==> config.mk <==
export PLATFORM = sky130hd
export DESIGN_NAME = dmem_arbiter
export DESIGN_NICKNAME = d
export VERILOG_FILES = /design/src/rtl/dmem_arbiter_pkg.sv /design/src/rtl/dmem_arbiter_rr_pick3.sv /design/src/rtl/dmem_arbiter.sv
export SDC_FILE = /design/constraint.sdc
export NUM_CORES = 1
export LEC_CHECK = 0
export BUFFER_PORTS_ARGS = -buffer_cell sky130_fd_sc_hd__buf_2
export CAP_MARGIN = 20
export CORE_MARGIN = 2
export CORE_UTILIZATION = 39
export DETAILED_ROUTE_END_ITERATION = 16
export MAX_ROUTING_LAYER = met4
export PLACE_DENSITY_LB_ADDON = 0.05
export SYNTH_ARGS = -nofsm -noshare
export SYNTH_HDL_FRONTEND = slang
export SYNTH_SLANG_ARGS = --single-unit
==> constraint.sdc <==
create_clock -name CLK -period 5.9 [get_ports CLK]
set_input_delay 0.295 -clock CLK [delete_from_list [all_inputs] [get_ports CLK]]
set_output_delay 0.295 -clock CLK [all_outputs]
set_load 0.005 [all_outputs]
==> src/rtl/dmem_arbiter_pkg.sv <==
// Shared definitions for the data-RAM arbiter: requester indices and
// round-robin pointer helpers.
package dmem_arbiter_pkg;

  localparam int NREQ    = 3;
  localparam int REQ_CPU = 0;
  localparam int REQ_VID = 1;
  localparam int REQ_KEY = 2;
  localparam int RR_W    = 2;

  typedef logic [NREQ-1:0] req_vec_t;
  typedef logic [RR_W-1:0] rr_ptr_t;

  // Pointer moves to the requester just after the one granted.
  function automatic rr_ptr_t next_ptr(input req_vec_t onehot);
    rr_ptr_t p;
    p = 2'd0;
    if (onehot[REQ_CPU]) p = 2'd1;
    if (onehot[REQ_VID]) p = 2'd2;
    if (onehot[REQ_KEY]) p = 2'd0;
    return p;
  endfunction

endpackage

==> src/rtl/dmem_arbiter_rr_pick3.sv <==
// Combinational 3-way round-robin picker: searches eligible requesters
// starting at ptr and returns a one-hot winner (zero if none eligible).
module rr_pick3
  import dmem_arbiter_pkg::*;
(
  input  logic [NREQ-1:0] i_eligible,
  input  logic [RR_W-1:0] i_ptr,
  output logic [NREQ-1:0] o_winner
);

  always_comb begin
    int  idx;
    logic found;
    o_winner = '0;
    found    = 1'b0;
    idx      = 0;
    for (int k = 0; k < NREQ; k++) begin
      idx = (int'(i_ptr) + k) % NREQ;
      if (!found && i_eligible[idx]) begin
        o_winner[idx] = 1'b1;
        found         = 1'b1;
      end
    end
  end

endmodule

==> src/rtl/dmem_arbiter.sv <==
// Arbitrates the single-port data RAM between the CPU, the display scanner
// (read-only) and the keypad/cell writer; one RAM cycle per grant.
module dmem_arbiter
  import dmem_arbiter_pkg::*;
#(
  parameter int ADDR_W       = 8,
  parameter int DATA_W       = 8,
  parameter int CPU_PRIORITY = 1
)
(
  input  logic              CLK,
  input  logic              RESET,
  input  logic [NREQ-1:0]   req,
  input  logic [NREQ-1:0]   we,
  input  logic [ADDR_W-1:0] addr0,
  input  logic [ADDR_W-1:0] addr1,
  input  logic [ADDR_W-1:0] addr2,
  input  logic [DATA_W-1:0] wdata0,
  input  logic [DATA_W-1:0] wdata2,
  output logic [NREQ-1:0]   gnt,
  output logic [NREQ-1:0]   rvalid,
  output logic [DATA_W-1:0] rdata,
  output logic              cpu_stall,
  output logic [ADDR_W-1:0] mem_addr,
  output logic              mem_we,
  output logic [DATA_W-1:0] mem_wdata,
  input  logic [DATA_W-1:0] mem_rdata
);

  logic [NREQ-1:0] r_gnt;
  logic [NREQ-1:0] r_rvalid;
  logic [RR_W-1:0] r_rr_ptr;

  logic [NREQ-1:0] w_eligible;
  logic [NREQ-1:0] w_rr_win;
  logic [NREQ-1:0] w_win;
  logic [NREQ-1:0] w_we_eff;
  logic            w_cpu_win;

  // The display scanner can never write.
  assign w_we_eff   = we & ~(NREQ'(1) << REQ_VID);
  assign w_eligible = req & ~r_gnt;
  assign w_cpu_win  = (CPU_PRIORITY != 0) && w_eligible[REQ_CPU];
  assign w_win      = w_cpu_win ? NREQ'(1) : w_rr_win;

  rr_pick3 u_pick (
    .i_eligible (w_eligible),
    .i_ptr      (r_rr_ptr),
    .o_winner   (w_rr_win)
  );

  // Priority grants to the CPU leave the pointer alone, so requesters 1 and 2
  // alternate in the CPU's masked cycles instead of one of them starving.
  always_ff @(posedge CLK or posedge RESET) begin
    if (RESET) begin
      r_gnt    <= '0;
      r_rvalid <= '0;
      r_rr_ptr <= '0;
    end else begin
      r_gnt    <= w_win;
      r_rvalid <= r_gnt & ~w_we_eff;
      if (!w_cpu_win && (|w_rr_win))
        r_rr_ptr <= next_ptr(w_rr_win);
    end
  end

  always_comb begin
    mem_addr  = '0;
    mem_wdata = '0;
    if (r_gnt[REQ_CPU]) begin
      mem_addr  = addr0;
      mem_wdata = wdata0;
    end else if (r_gnt[REQ_VID]) begin
      mem_addr  = addr1;
    end else if (r_gnt[REQ_KEY]) begin
      mem_addr  = addr2;
      mem_wdata = wdata2;
    end
  end

  assign mem_we    = |(r_gnt & w_we_eff);
  assign gnt       = r_gnt;
  assign rvalid    = r_rvalid;
  assign rdata     = mem_rdata;
  assign cpu_stall = req[REQ_CPU] & ~r_gnt[REQ_CPU];

endmodule
## Yosys cells after proc, flatten, opt, wreduce, memory -nomap -nowiden

Cells that the tools add are included.

| cells by class | value |
|---|---|
| multiplexer cells | 30 |
| divide/modulo/power cells | 3 |
| $lt $le $gt $ge | 6 |
| bitwise gates (word level) | 9 |
| add/sub/neg operators | 2 |
| reduce and logical (&&, ||, !) cells | 11 |

Operators by type and width:

| kind | number |
|---|---|
| >= comparator 32 x 1 -> 1 bit, second input constant | 3 |
| less-than comparator 32 x 4 -> 1 bit, second input constant | 3 |
| remainder unit 32 x 3 -> 32 bit, second input constant | 2 |
| two-way mux 8 bit | 6 |
| remainder unit 3 x 3 -> 32 bit, second input constant | 1 |
| two-way mux 1 bit | 12 |
| two-way mux 3 bit | 4 |
| bitwise AND 3 bit | 3 |
| binary-select mux 1 bit (select 2 bit) | 3 |
| demux 1 bit (select 2 bit) | 3 |
| logical AND 1 bit | 6 |
| inverter 3 bit | 2 |
| OR 3 bit | 2 |
| OR reduction 3 bit | 2 |
| two-way mux 2 bit | 2 |
| adder 2 x 1 -> 3 bit, second input constant | 1 |
| adder 2 x 2 -> 3 bit, second input constant | 1 |
| logical NOT 1 bit | 3 |
| bitwise AND 1 bit | 1 |
| inverter 1 bit | 1 |

| word-level totals | value |
|---|---|
| register bits | 8 |
| output and inout bits | 32 |
| input bits | 56 |
| word-level logic and storage cells | 64 |

## Depth between registers and ports, before layout

Gate-level depths: netlist of run 1.

| depth | value |
|---|---|
| depth after elaboration | 15 |
| mapped depth | 7 |
| mapped depth without buffers | 7 |

## Cells and area by module

Synthesis of run 1 repeated with hierarchy kept, for this count alone.

| second synthesis, totals | value |
|---|---|
| cell total of the unflattened synthesis | 124 |
| area, all modules | 937.1 um^2 |

By module, submodules not included:

| module | cells an instance | area an instance (um^2) | instances | seq. area each (um^2) |
|---|---|---|---|---|
| dmem_arbiter | 89 | 671.9 | 1 | 200.2 |
| rr_pick3 | 35 | 265.3 | 1 | 0.0 |

## Least setup slack after synthesis of run 1

No wires, ideal clock.

| timing path | value |
|---|---|
| kind | register to register |
| from | reg r_rr_ptr[0] |
| to | reg r_rr_ptr[0] |
| stages on the path, launching flop included | 8 |
| setup time | 0.087 ns |
| path slack | 3.749 ns |
| arrival time | 2.064 ns |
| clock period less this slack | 2.151 ns |
| data required time | 5.813 ns |
| buffers on the path | 0 |
| path through | dfrtp_1 -> inv_1 -> ha_1 -> or4b_1 -> o211a_1 -> nand3b_4 -> a311o_1 -> a211oi_2 |

| between the ends | value |
|---|---|
| longest elaborated chain between the ends | 14 |
| elaborated cells on any way between the ends | 45 |
| classes of those cells | add/sub (2); div (3); order compare (6); mux (23); bitwise (2); reduce/logical (9) |

RTL lines:

| item | RTL line | RTL |
|---|---|---|
| start, declared | dmem_arbiter.sv:32 | `logic [RR_W-1:0] r_rr_ptr;` |
| start signal, assigned | dmem_arbiter.sv:63 | `r_rr_ptr <= next_ptr(w_rr_win);` |
| branches (longest 10 deep; another with remainder unit 32 x 3 -> 32 bit) | - |  |
| two-way mux 3 bit * | dmem_arbiter_rr_pick3.sv:19 | `if (!found && i_eligible[idx]) begin` |
| two-way mux 1 bit | dmem_arbiter_pkg.sv:18 | `if (onehot[REQ_CPU]) p = 2'd1;` |
| two-way mux 2 bit | dmem_arbiter_pkg.sv:19 | `if (onehot[REQ_VID]) p = 2'd2;` |
| two-way mux 2 bit | dmem_arbiter_pkg.sv:20 | `if (onehot[REQ_KEY]) p = 2'd0;` |

Every way passes the cells marked *. The select of a mux whose other input is x is not followed.
A chain may end at the register's enable or synchronous reset.

## Worst setup path in the final report of run 1

| timing path | value |
|---|---|
| from | reg r_gnt[0] (netlist: gnt[0]) |
| to | reg r_rr_ptr[0] |

| between the ends | value |
|---|---|
| longest elaborated chain between the ends | 15 |
| elaborated cells on any way between the ends | 28 |
| classes of those cells | mux (17); bitwise (4); reduce/logical (7) |

RTL lines:

| item | RTL line | RTL |
|---|---|---|
| start, declared | dmem_arbiter.sv:30 | `logic [NREQ-1:0] r_gnt;` |
| start signal, assigned | dmem_arbiter.sv:60 | `r_gnt <= w_win;` |
| inverter 3 bit * | dmem_arbiter.sv:42 | `assign w_eligible = req & ~r_gnt;` |
| bitwise AND 3 bit * | dmem_arbiter.sv:42 |  |
| binary-select mux 1 bit (select 2 bit) | dmem_arbiter_rr_pick3.sv:19 |  |
| two-way mux 1 bit (implied by the code) (2 in a row) | dmem_arbiter_rr_pick3.sv:19 |  |
| two-way mux 1 bit | dmem_arbiter_rr_pick3.sv:19 |  |
| logical NOT 1 bit | dmem_arbiter_rr_pick3.sv:19 |  |
| logical AND 1 bit | dmem_arbiter_rr_pick3.sv:19 |  |
| two-way mux 1 bit | dmem_arbiter_rr_pick3.sv:19 |  |
| logical NOT 1 bit | dmem_arbiter_rr_pick3.sv:19 |  |
| logical AND 1 bit | dmem_arbiter_rr_pick3.sv:19 |  |
| two-way mux 3 bit | dmem_arbiter_rr_pick3.sv:19 |  |
| two-way mux 1 bit | dmem_arbiter_pkg.sv:18 |  |
| two-way mux 2 bit | dmem_arbiter_pkg.sv:19 |  |
| two-way mux 2 bit | dmem_arbiter_pkg.sv:20 |  |

Every way passes the cells marked *; elsewhere a longest branch is shown, timed or not. The select of a mux whose other input is x is not followed.

==> results.cfg, run 1 <==
[run_status]
status = complete, no violations

[worst_setup_path]
rr_endpoint = r_rr_ptr[0]$_DFFE_PP0P_
cp-start-kind = flip-flop
critPathKind = flip-flop to flip-flop
critPathMaxFanout = 39
worstReg2RegStart = gnt[0]$_DFF_PP0_
worst-r2r-cell-count = 5
r2r_setup_slack_ns = 3.58
crit_path_end_kind = flip-flop
arrival_ns = 2.46
critical_path_required_ns = 6.04

[timing]
clock_skew_ns = 0.002499
fin_crit_sh_pct = 39.38
setup_tns_ns = 0
rsz0062_at_grt = false
setup_violations = 0
period_minus_slack_ns = 2.323
timing.fmax_mhz = 430.4
max_slew.worst_pin.slew_ns = 0.9808
finalMaxSlewViolations = 0
relSlewSlack_pct = 34.62
hold_viol = 0

[clock_network]
h-tree-depth = 1
post_cts_resize_count = 0
cts-root-buf = clkbuf_4
numCtsBuffers = 3
cts_tree = done
cts_buffer_depth = 2
clk_pin_slew_worst_paths_ns = 0.05
clock_sinks = 8
clock_latency_ns = 0.26

[flow_run]
max_cap_violations = 0

[synth]
yosys.area.top_type_share_pct = 21.80
avgSynthCellArea_sq_um = 7.653
ys_ff_latch = 8
syn_area_sq_um = 918.4
syn-instance-count = 120
synth-edff-count = 0
synth_nets = 180
synth_area_leaders = dfrtp_1 (22%), o21ai_0 (10%), nand2_1 (9.8%)
yosysSeqAreaShare_pct = 21.80
async_flop_share_pct = 100.0
ys.warnings.count = 0
ys.flop_type = dfrtp_1
ys_types = 37
synth_largest_area_cell = dfrtp_1

[drt]
antenna_left = 0
wl_mm = 2.640
drc = 0
firstDrtPassIters = 4
drtIter0Drc = 10
vias = 1069
via_per_inst = 5.164
wl_per_cell_um = 12.75

[pwr]
irDropWorstVdd_v = 0.0003442
pwr-share-seq_pct = 24.6
p_per_area_nw_per_um2 = 413.6
swShare_pct = 45.95
power.total_uw = 515.4
power_switching_uw = 236.8
power_leakage_uw = 0.0006506
clkPwrFrac_pct = 8.2
power.internal_uw = 278.6
p_comb_share_pct = 67.3

[global_routing]
grt.total_usage_pct = 19.16
antenna_found_initial = 0
grt_overflow = 0
use_met3_pct = 6.286
grt_pass1_vias = 953
met2_usage_pct = 33.96
grtUsageMet1_pct = 21.40
grt_pass1_wl_mm = 3.912
grt_max_degree = 40
grt-busiest-layer = met2

[cells_and_area]
drive_above_1_share_pct = 45.81
syn2layout_area_growth_pct = 35.70
diodes = 0
fin_area_sq_um = 1246
multi_input_area_sq_um = 609.3
nFillCells = 234
layout.nets = 241
register_area_sq_um = 200.2

[worst_hold_path]
min-delay-start = we[2]
hold_path_end = rvalid[2]$_DFF_PP0_
whs_path_depth = 2
hold_class = input pin to flip-flop

[floorplanning]
ios = 88
start_util_pct = 41.52
die_y_um = 52.53
rows = 17
die_area_sq_um = 2759
dieWidth_um = 52.53
core_sq_um = 2212

[place]
place_area_sq_um = 1206
io_buffers = 70
hpwl_mm = 2.095
place.gp.congestion = 0.8156
-- per-layer routing --
metal  up-vias  routed length (um)
met2        45                1240
met5         -                   0
li1        540                   -
met1       484                1147
met4         0                   0
met3         0                 252
-- cells by family after synthesis --
kind of cell / synth area share, %
AOI/OAI and AO/OA: 28.75
buffers and inverters: 11.85
and+or+nand+nor: 32.15
adders and majority gates: 5.450
DFF: 21.80
-- worst max path at each step --
stage                                  from                 endpoint  slack (ns)  depth (start not counted)
floorplan           r_rr_ptr[0]$_DFFE_PP0P_  r_rr_ptr[0]$_DFFE_PP0P_        3.75                          7
finish                     gnt[0]$_DFF_PP0_  r_rr_ptr[0]$_DFFE_PP0P_        3.58                          5
CTS                        gnt[1]$_DFF_PP0_              mem_addr[1]        3.47                          4
detailed placement         gnt[0]$_DFF_PP0_  r_rr_ptr[1]$_DFFE_PP0P_        3.57                          5
global placement           gnt[0]$_DFF_PP0_  r_rr_ptr[0]$_DFFE_PP0P_        3.61                          5
global route               gnt[0]$_DFF_PP0_  r_rr_ptr[0]$_DFFE_PP0P_        3.41                          5
-- synth_stat cells, types with 2 or more instances --
| library cell | count |
|---|---|
| a21oi_1 | 2 |
| a22o_1 | 2 |
| a22oi_1 | 8 |
| and4bb_2 | 2 |
| buf_4 | 8 |
| clkbuf_1 | 7 |
| dfrtp_1 | 8 |
| ha_1 | 4 |
| inv_1 | 3 |
| nand2_1 | 24 |
| nand2b_1 | 3 |
| nand3b_1 | 2 |
| nor2b_1 | 4 |
| o21ai_0 | 19 |
| or2_2 | 2 |
-- sequential cells by signal, summed over array words and instances, names as in the netlist --
| signal | flops |
|---|---|
| gnt | 3 |
| rvalid | 3 |
| r_rr_ptr | 2 |
-- layout make-up --
type	instances	area share, %
multi-input cells	93	48.90
flip-flops and latches	8	16.06
well taps	28	2.811
inverters	3	0.9036
repair buffers	72	29.52
clock buffers	3	1.807
-- power by group through the flow --
| stage | registers (uW) | logic, uW | clock network (uW) |
|---|---|---|---|
| 6_report | 127 | 347 | 42.1 |
| 5_1_grt | 134 | 391 | 47.2 |
| 3_5_place_dp | 128 | 343 | 0 |
| 2_1_floorplan | 92.4 | 278 | 0 |
| 3_3_place_gp | 126 | 338 | 0 |
| 4_1_cts | 127 | 345 | 44.4 |
-- per-stage QoR --
step                instances  setup WS [ns]  util (%)  hold WS (ns)
global route              207          3.409     56.33        0.2002
CTS                       206          3.473     56.00        0.1897
detailed placement        202          3.574     54.52        0.2515
finish                    207          3.577     56.33        0.1984
floorplan                 120          3.749         -        0.1107
global placement          202          3.612     54.52        0.2441
-- critical path, stage by stage, from the launching register on --
cell,delay (ns)
dfrtp_1,0.74
nor4b_1,0.77
o31ai_1,0.13
a21bo_2,0.25
a21oi_1,0.23
a211oi_2,0.07
-- cell usage in the layout (no fill, tap or decap), types with 2 or more instances in the layout --
| cell | count |
|---|---|
| nor2b_1 | 4 |
| dfrtp_1 | 8 |
| and4bb_2 | 2 |
| or2_2 | 2 |
| a22oi_1 | 8 |
| o21ai_0 | 19 |
| a21oi_1 | 2 |
| inv_1 | 3 |
| a22o_1 | 2 |
| nand2_1 | 24 |
| clkbuf_4 | 3 |
| buf_2 | 70 |
| ha_1 | 4 |
| nand2b_1 | 3 |
| nand3b_1 | 2 |
-- timing repair --
item | 4_1_cts | 5_1_grt
hold buffers | 1 | 0
endpoints found under the hold margin | 8 | 0
buffers inserted | 0 | 0
Note: power is estimated with default switching activity, not from simulation.
==> inputs of run 2 (changes only) <==
- CORE_UTILIZATION: 39 -> 36
- clock period: 5.9 -> 2.3 ns (I/O delays scaled with it)
==> results.cfg, run 2 (synthesis results as in run 1) <==
[worst_setup_path]
cp-start-kind = flip-flop
critPathMaxFanout = 6
crit_chain = ha_4, buf_4, and4bb_2, or3_1, a21bo_2, a32oi_1, o21ai_0
path_buf_inv = 1
critical_path_required_ns = 2.42
critPathKind = flip-flop to flip-flop
critPathTopFamily = simple AND/OR/NAND/NOR gates
arrival_ns = 2.27
crit_path_end_kind = flip-flop
cp_slowest_stage_delay_ns = 0.45
cp_slowest_cell = dfrtp_2

[clock_network]
cts_tree = done
clock_latency_ns = 0.25
numCtsBuffers = 3
cts-root-buf = clkbuf_4
h-tree-depth = 1
clock_sinks = 8
clk_pin_slew_worst_paths_ns = 0.05
cts_buffer_depth = 2

[timing]
hold-worst-slack_ns = 0.03335
max_slew.worst_pin.slew_ns = 0.3172
relSlewSlack_pct = 78.80
hold_viol = 0
finalMaxSlewViolations = 0
period_minus_slack_ns = 2.153
rsz0062_at_grt = false
clock_skew_ns = 0.007262
setup_tns_ns = 0
fin_crit_sh_pct = 93.60
timing.fmax_mhz = 464.5
setup_violations = 0

[floorplanning]
core_sq_um = 2455
start_util_pct = 37.41
die_y_um = 54.51
die_area_sq_um = 2971
ios = 88
rows = 18
dieWidth_um = 54.51

[global_routing]
grt_max_degree = 27
antenna_found_initial = 0
grt_overflow = 0
grt_pass1_wl_mm = 3.953
grt_pass1_vias = 964
grt.total_usage_pct = 18.39

[place]
hpwl_mm = 2.265
dp.cells = 210
io_buffers = 70
place.gp.congestion = 0.7596

[drt]
drtIter0Drc = 9
vias = 1124
wl_mm = 2.786
wl_per_cell_um = 12.96
drc = 0
via_per_inst = 5.228
firstDrtPassIters = 4
antenna_left = 0

[pwr]
clkPwrFrac_pct = 7.0
p_comb_share_pct = 75.6
power_leakage_uw = 0.0006791
power_switching_uw = 652.4
pwr-share-seq_pct = 17.5
p_per_area_nw_per_um2 = 1105
power.internal_uw = 803.2
swShare_pct = 44.82
irDropWorstVdd_v = 0.0008033

[cells_and_area]
layout_common_cells = buf_2 (70), nand2_1 (24), o21ai_0 (19)
finish.utilization_pct = 53.67
finalNonFillerCells = 215
layout.nets = 247
syn2layout_area_growth_pct = 43.46
diodes = 0
drive_above_1_share_pct = 50.27
final_common_cell = buf_2

[run_status]
status = complete, no violations

[flow_run]
max_cap_violations = 0

[worst_hold_path]
hold_class = input pin to flip-flop
run 2: cell types whose count changed in the layout (fill, tap and decap cells not counted), sizes merged:
cell	before	now
buf	71	77
run 2: timing repair:
item | 4_1_cts | 5_1_grt
endpoints found under the hold margin | 8 | 0
hold buffers | 1 | 0
setup endpoints to repair | 0 | 3
buffers inserted | 0 | 1
resized for setup | 0 | 6
run 2: stage by stage:
stage	power [uW]	setup slack, ns	area (sq um)
detailed placement	1297	0.08225	1254
CTS	1409	0.07122	1286
global placement	1262	0.1355	1254
floorplan	949.1	0.1493	918.4
global route	1604	0.03496	1318
finish	1456	0.1473	1318
run 2: area by class of cell:
cell class | instances | area (sq um)
fill | 245 | 1137
multi-input combinational | 93 | 631.9
timing repair buffer | 78 | 412.9
sequential | 8 | 201.4
tap | 30 | 37.54
clock buffer | 3 | 22.52
inverter | 3 | 11.26
run 2: path summary, 6_finish.rpt:
path	endpoint	cells after the start	slack (ns)	from
worst min register to register	r_rr_ptr[0]$_DFFE_PP0P_	2	0.62	r_rr_ptr[0]$_DFFE_PP0P_
min in group asynchronous	gnt[0]$_DFF_PP0_	3	0.36	RESET
worst max-delay path	r_rr_ptr[1]$_DFFE_PP0P_	7	0.15	r_rr_ptr[1]$_DFFE_PP0P_
worst max register to register	r_rr_ptr[1]$_DFFE_PP0P_	7	0.15	r_rr_ptr[1]$_DFFE_PP0P_
max in group asynchronous	r_rr_ptr[1]$_DFFE_PP0P_	3	1.69	RESET
worst min-delay path	rvalid[0]$_DFF_PP0_	2	0.03	we[0]
run 2: power groups by stage:
stage	Sequential [uW]	Clock [uW]	Combinational (uW)
floorplan	237	0	712
global placement	245	0	1020
detailed placement	250	0	1050
CTS	247	107	1060
global route	262	115	1230
finish	254	102	1100
run 2: layer usage:
layer / vias to the layer above / wire length [um] / global-route usage (%)
li1: 554 / - / -
met3: 4 / 314 / 6.011
met2: 61 / 1323 / 33.13
met1: 505 / 1109 / 18.74
met4: 0 / 39 / 5.833
met5: - / 0 / -
run 2: worst reg2reg max path, stage by stage, from the launching register on:
cell	delay, ns
dfrtp_2	0.45
ha_4	0.29
buf_4	0.13
and4bb_2	0.27
or3_1	0.37
a21bo_2	0.22
a32oi_1	0.19
o21ai_0	0.11
